$ cat src/rtl/iguana_uart_rx_monitor.sv
// Deframes 8N1 serial from the DUT uart_tx pad into a byte FIFO with valid/ready drain.
// Latency: byte visible on data_o one cycle after the stop-bit sample; pulses are registered.
// Backpressure: ready_i low lets the FIFO fill; a byte arriving to a full FIFO is dropped and overflow_o latches.
module iguana_uart_rx_monitor #(
    parameter int ClkFreqHz = 50_000_000,
    parameter int BaudRate  = 115_200,
    parameter int FifoDepth = 16
) (
    input  logic                           clk_i,
    input  logic                           rst_ni,
    input  logic                           rx_i,
    output logic [7:0]                     data_o,
    output logic                           valid_o,
    input  logic                           ready_i,
    output logic                           frame_err_o,
    output logic                           newline_o,
    output logic                           overflow_o,
    output logic [$clog2(FifoDepth+1)-1:0] fill_o,
    output logic                           busy_o
);
    localparam int BitCycles = ClkFreqHz / BaudRate;
    localparam int CntW      = $clog2(BitCycles);
    localparam int PtrW      = $clog2(FifoDepth);
    localparam int FillW     = $clog2(FifoDepth + 1);

    if (BitCycles < 4) begin : g_bad_baud
        $error("iguana_uart_rx_monitor: ClkFreqHz/BaudRate must be >= 4");
    end
    if (FifoDepth < 2) begin : g_bad_depth
        $error("iguana_uart_rx_monitor: FifoDepth must be >= 2");
    end

    typedef enum logic [1:0] {S_IDLE, S_START, S_DATA, S_STOP} state_t;

    logic            r_sync1, r_sync2, r_rxq;
    state_t          r_state, w_state_nxt;
    logic [CntW-1:0] r_cnt, w_cnt_nxt;
    logic [2:0]      r_idx, w_idx_nxt;
    logic [7:0]      r_shreg, w_shreg_nxt;
    logic            w_rx_s, w_sample, w_push, w_ferr;
    logic            r_frame_err, r_newline, r_overflow;

    logic [7:0]      r_mem [FifoDepth];
    logic [PtrW-1:0] r_wptr, r_rptr;
    logic [FillW-1:0] r_fill;
    logic            w_valid, w_full, w_pop, w_wr, w_drop;

    assign w_rx_s   = r_sync2;
    assign w_sample = (r_cnt == '0);

    always_comb begin
        w_state_nxt = r_state;
        w_cnt_nxt   = r_cnt;
        w_idx_nxt   = r_idx;
        w_shreg_nxt = r_shreg;
        w_push      = 1'b0;
        w_ferr      = 1'b0;
        if (r_state != S_IDLE && !w_sample) begin
            w_cnt_nxt = r_cnt - 1'b1;
        end
        case (r_state)
            S_IDLE: begin
                if (r_rxq && !w_rx_s) begin
                    w_cnt_nxt   = CntW'(BitCycles / 2 - 1);
                    w_state_nxt = S_START;
                end
            end
            S_START: begin
                if (w_sample) begin
                    if (!w_rx_s) begin
                        w_cnt_nxt   = CntW'(BitCycles - 1);
                        w_idx_nxt   = 3'd0;
                        w_state_nxt = S_DATA;
                    end else begin
                        w_state_nxt = S_IDLE;
                    end
                end
            end
            S_DATA: begin
                if (w_sample) begin
                    w_shreg_nxt = {w_rx_s, r_shreg[7:1]};
                    w_cnt_nxt   = CntW'(BitCycles - 1);
                    if (r_idx == 3'd7) begin
                        w_state_nxt = S_STOP;
                    end else begin
                        w_idx_nxt = r_idx + 3'd1;
                    end
                end
            end
            S_STOP: begin
                if (w_sample) begin
                    w_push      = w_rx_s;
                    w_ferr      = !w_rx_s;
                    w_state_nxt = S_IDLE;
                end
            end
            default: w_state_nxt = S_IDLE;
        endcase
    end

    always_ff @(posedge clk_i or negedge rst_ni) begin
        if (!rst_ni) begin
            r_sync1     <= 1'b1;
            r_sync2     <= 1'b1;
            r_rxq       <= 1'b1;
            r_state     <= S_IDLE;
            r_cnt       <= '0;
            r_idx       <= '0;
            r_shreg     <= '0;
            r_frame_err <= 1'b0;
        end else begin
            r_sync1     <= rx_i;
            r_sync2     <= r_sync1;
            r_rxq       <= r_sync2;
            r_state     <= w_state_nxt;
            r_cnt       <= w_cnt_nxt;
            r_idx       <= w_idx_nxt;
            r_shreg     <= w_shreg_nxt;
            r_frame_err <= w_ferr;
        end
    end

    // A push into a full FIFO still lands when the head is popped in the same cycle.
    assign w_valid = (r_fill != '0);
    assign w_full  = (r_fill == FillW'(FifoDepth));
    assign w_pop   = w_valid && ready_i;
    assign w_wr    = w_push && (!w_full || w_pop);
    assign w_drop  = w_push && w_full && !w_pop;

    always_ff @(posedge clk_i or negedge rst_ni) begin
        if (!rst_ni) begin
            for (int i = 0; i < FifoDepth; i++) begin
                r_mem[i] <= '0;
            end
            r_wptr     <= '0;
            r_rptr     <= '0;
            r_fill     <= '0;
            r_newline  <= 1'b0;
            r_overflow <= 1'b0;
        end else begin
            if (w_wr) begin
                r_mem[r_wptr] <= r_shreg;
                r_wptr <= (r_wptr == PtrW'(FifoDepth - 1)) ? '0 : r_wptr + 1'b1;
            end
            if (w_pop) begin
                r_rptr <= (r_rptr == PtrW'(FifoDepth - 1)) ? '0 : r_rptr + 1'b1;
            end
            if (w_wr && !w_pop) begin
                r_fill <= r_fill + 1'b1;
            end else if (w_pop && !w_wr) begin
                r_fill <= r_fill - 1'b1;
            end
            r_newline <= w_wr && (r_shreg == 8'h0A);
            if (w_drop) begin
                r_overflow <= 1'b1;
            end
        end
    end

    assign data_o      = r_mem[r_rptr];
    assign valid_o     = w_valid;
    assign fill_o      = r_fill;
    assign frame_err_o = r_frame_err;
    assign newline_o   = r_newline;
    assign overflow_o  = r_overflow;
    assign busy_o      = (r_state != S_IDLE);

endmodule
$ cat config.mk
export PLATFORM = sky130hd
export DESIGN_NAME = iguana_uart_rx_monitor
export DESIGN_NICKNAME = d
export VERILOG_FILES = /design/src/rtl/iguana_uart_rx_monitor.sv
export SDC_FILE = /design/constraint.sdc
export NUM_CORES = 1
export LEC_CHECK = 0
export BUFFER_PORTS_ARGS = -buffer_cell sky130_fd_sc_hd__buf_2
export CAP_MARGIN = 0
export CORE_UTILIZATION = 65
export DETAILED_ROUTE_END_ITERATION = 7
export GPL_ROUTABILITY_DRIVEN = 0
export PLACE_DENSITY = 0.83
export SETUP_SLACK_MARGIN = 0.2
export SKIP_LAST_GASP = 1
export SLEW_MARGIN = 5
export SYNTH_ARGS = -nofsm -noshare
export SYNTH_HDL_FRONTEND = slang
export SYNTH_SLANG_ARGS = --single-unit
$ cat constraint.sdc
create_clock -name clk_i -period 5.6 [get_ports clk_i]
set_input_delay 0 -clock clk_i [delete_from_list [all_inputs] [get_ports clk_i]]
set_output_delay 0 -clock clk_i [all_outputs]
set_load 0.1 [all_outputs]
==> run summary <==
Worst endpoint data arrival time: 3.31 ns
Num rows: 40
Top-area cell type share of the netlist area: 0.5092
Startpoint Class: register
Main synth FF type: dfrtp_1
Final Instance Area: 8940 um2
Tcrit/Tclk final: 0.5908
Drt drc: 0
Tightest Pin Transition: 0.9711 ns
Via Count: 5037
Total gr overflow: 0
Synth cell types: 52
Post-Synthesis Cells: 616
Register area share after synthesis: 0.5189
Mapped cell area: 8158 um2
Synth Warn #: 0
HP Class: input pin to asynchronous set/reset pin
Detailed Place HPWL: 10.83 mm
Initial antenna violation count: 0
Max Freq: 302.3 MHz
Port bufs: 21
Clock slew at reported path FFs: 0.06 ns
Cts bufs inserted: 17
Clk_skew: 0.01148 ns
Post-route ant nets: 0
CTS Hold Buffers Added: 3
CP Data Required Time: 5.60 ns
Seq cells post-synth: 169
Routed len/inst: 21.32 um
Setup TNS: 0 ns
Post-CTS setup buffer count: 0
Critical-path cell list: buf_4, mux2i_1, a221oi_1, o21ai_0, nand2_1, buf_2
Top delay family on crit path: flip-flops
Top-count cell post-synth: dfrtp_1
Maximum VDD drop: 0.4118 mV
Pwr per Cell Area: 428.1 nW/um2
CTS sink cnt: 169
Number of fill cells: 802
Synth cell count leaders: dfrtp_1 (166), mux2_2 (146), nand2_1 (30)
Routed WL: 17.08 mm
Die X: 114.0 um
EDFF count, synth: 0
Buffer depth of the longest clock path: 2
Post-CTS sizing: 0
Die footprint: 13000 um2
CP Buf/Inv Count: 2
First DRT Iteration DRCs: 363
Async S/R FF share, synth: 1.000
Syn_nets: 633
Leading area contributor after synthesis: dfrtp_1
RSZ-0062 raised after global routing: no
CTS tree: done
CTS H-tree lvls: 4
Final max-slew violation count: 0
CP max stage delay: 0.98 ns
Detailed Routing Iterations Pass 1: 5
Slew margin rel.: 0.3526
# IOs: 22
First-pass GRT wire length: 27.74 mm
Initial Util: 0.6736
Area Growth Syn to Fin: 9.586%
Worst skew pair latency: 0.43 ns
Die H: 114.0 um
Final Setup Violations: 0
Core area: 12110 um2
Global-route usage over all layers: 0.2877
Layout Nets: 637
Critical path class: register to output pin
Crit-path max FO: 32
Slowest CP cell: dfrtp_2
Root Buffer: clkbuf_16
Final Critical Period: 3.308 ns
Maximum capacitance violations: 0
P_leak: 4.326 nW
# diodes: 0
Number of global-route vias before repair: 5237
Routed vias/inst: 6.288
Pin count of the biggest net entering global routing: 92
Status: complete, no violations
Layout cells sized above 1: 0.3823
Dominant cells by area after synthesis: dfrtp_1 (51%), mux2_2 (20%), mux4_2 (4.4%), mux2i_1 (2.9%), nand3_4 (1.9%)
Worst setup EP type: output pin
Placed Instance Area: 8323 um2
Final hold violations: 0
Avg Cell Area, Syn: 13.24 um2
final timing paths:
path / startpoint / end / slack [ns] / cells past startpoint
max: r_rptr[0] / data_o[5] / 2.29 / 6
min: rst_ni / r_mem[8] / 0.18 / 2
max reg2reg: r_cnt[0] / fill_o[4] / 2.48 / 13
min reg2reg: r_sync1 / r_sync2 / 0.36 / 0
max in group asynchronous: rst_ni / r_rptr[0] / 3.87 / 3
min in group clk_i: rx_i / r_sync1 / 0.22 / 2
per-layer routing:
metal  up-vias  track usage  wire length (um)
met2       150       0.4509              8404
met3        32      0.05951               781
li1       2278            -                 -
met5         -            0                 0
met4         0      0.09610               322
met1      2577       0.4050              7567
sequential cells by signal, indices dropped and copies added, names as in the netlist, 3 cells and up, named ones only:
name     count
r_rptr       4
r_wptr       4
r_mem      128
r_cnt        9
r_idx        3
r_shreg      8
fill_o       5
stage by stage:
stage | hold WS (ns) | std cells | power [mW] | worst slack [ns] | utilization
2_1_floorplan | -0.2956 | 616 | 2.404 | 1.835 | -
3_3_place_gp | 0.1066 | 766 | 2.646 | 2.635 | 0.6872
3_5_place_dp | 0.1072 | 766 | 2.681 | 2.512 | 0.6872
4_1_cts | 0.1978 | 801 | 3.831 | 2.285 | 0.7381
5_1_grt | 0.2074 | 801 | 3.972 | 2.093 | 0.7381
6_report | 0.1816 | 801 | 3.827 | 2.292 | 0.7381
cell type report:
cell class | instances | area, um2 | area share
Multi-Input combinational cell | 396 | 3704 | 0.4143
Sequential cell | 169 | 4234 | 0.4736
Tap cell | 168 | 210.2 | 0.02351
Clock buffer | 24 | 501.7 | 0.05612
Inverter | 7 | 26.28 | 0.002939
Timing Repair Buffer | 29 | 178.9 | 0.02001
Clock inverter | 8 | 85.08 | 0.009517
worst register-to-register path, stage by stage, from the launching register on:
cell     delay, ns
dfrtp_1       0.42
inv_1         0.12
ha_1          0.28
or3b_1        0.46
nor2_1        0.15
and3_1        0.18
ha_1          0.18
inv_1         0.11
fa_1          0.42
a21o_1        0.18
a21oi_1       0.16
xnor2_1       0.13
nor2_1        0.07
xor2_1        0.14
power by group:
part	leakage [nW]	total [mW]	internal, mW	switching (mW)
registers	2.30	1.47	1.29	0.182
logic	1.75	1.21	0.335	0.872
clock network	0.283	1.15	0.674	0.473
total	4.33	3.83	2.30	1.53
kinds of logic after synthesis:
kind of cell / count (synthesis) / share of synthesized area
multiplexers: 186 / 0.2752
adder cells (fa/ha/maj): 13 / 0.02086
flip-flops: 169 / 0.5189
AND/OR/NAND/NOR: 106 / 0.08574
buffers and inverters: 51 / 0.02715
XOR/XNOR: 10 / 0.01074
AO/OA/AOI/OAI: 81 / 0.06150
layout by cell type, fill, tap and decap left out, types with 5 or more instances in the layout:
master / synthesis / layout
dfrtp_1: 166 / 165
mux2_2: 146 / 146
nand2_1: 30 / 30
o21ai_0: 28 / 28
mux2i_1: 24 / 24
a21oi_1: 21 / 21
buf_2: 2 / 20
clkbuf_16: 0 / 17
mux4_2: 16 / 16
nor2_1: 15 / 15
ha_1: 12 / 12
nand3_1: 9 / 9
nand3_4: 9 / 9
nor2b_1: 8 / 8
a221oi_1: 8 / 8
a22oi_1: 8 / 8
inv_1: 7 / 7
xnor2_1: 7 / 7
nor3_1: 5 / 5
and3_1: 5 / 5
clkbuf_8: 0 / 5
buf_4: 1 / 5
Note: power is estimated with default switching activity, not from simulation.
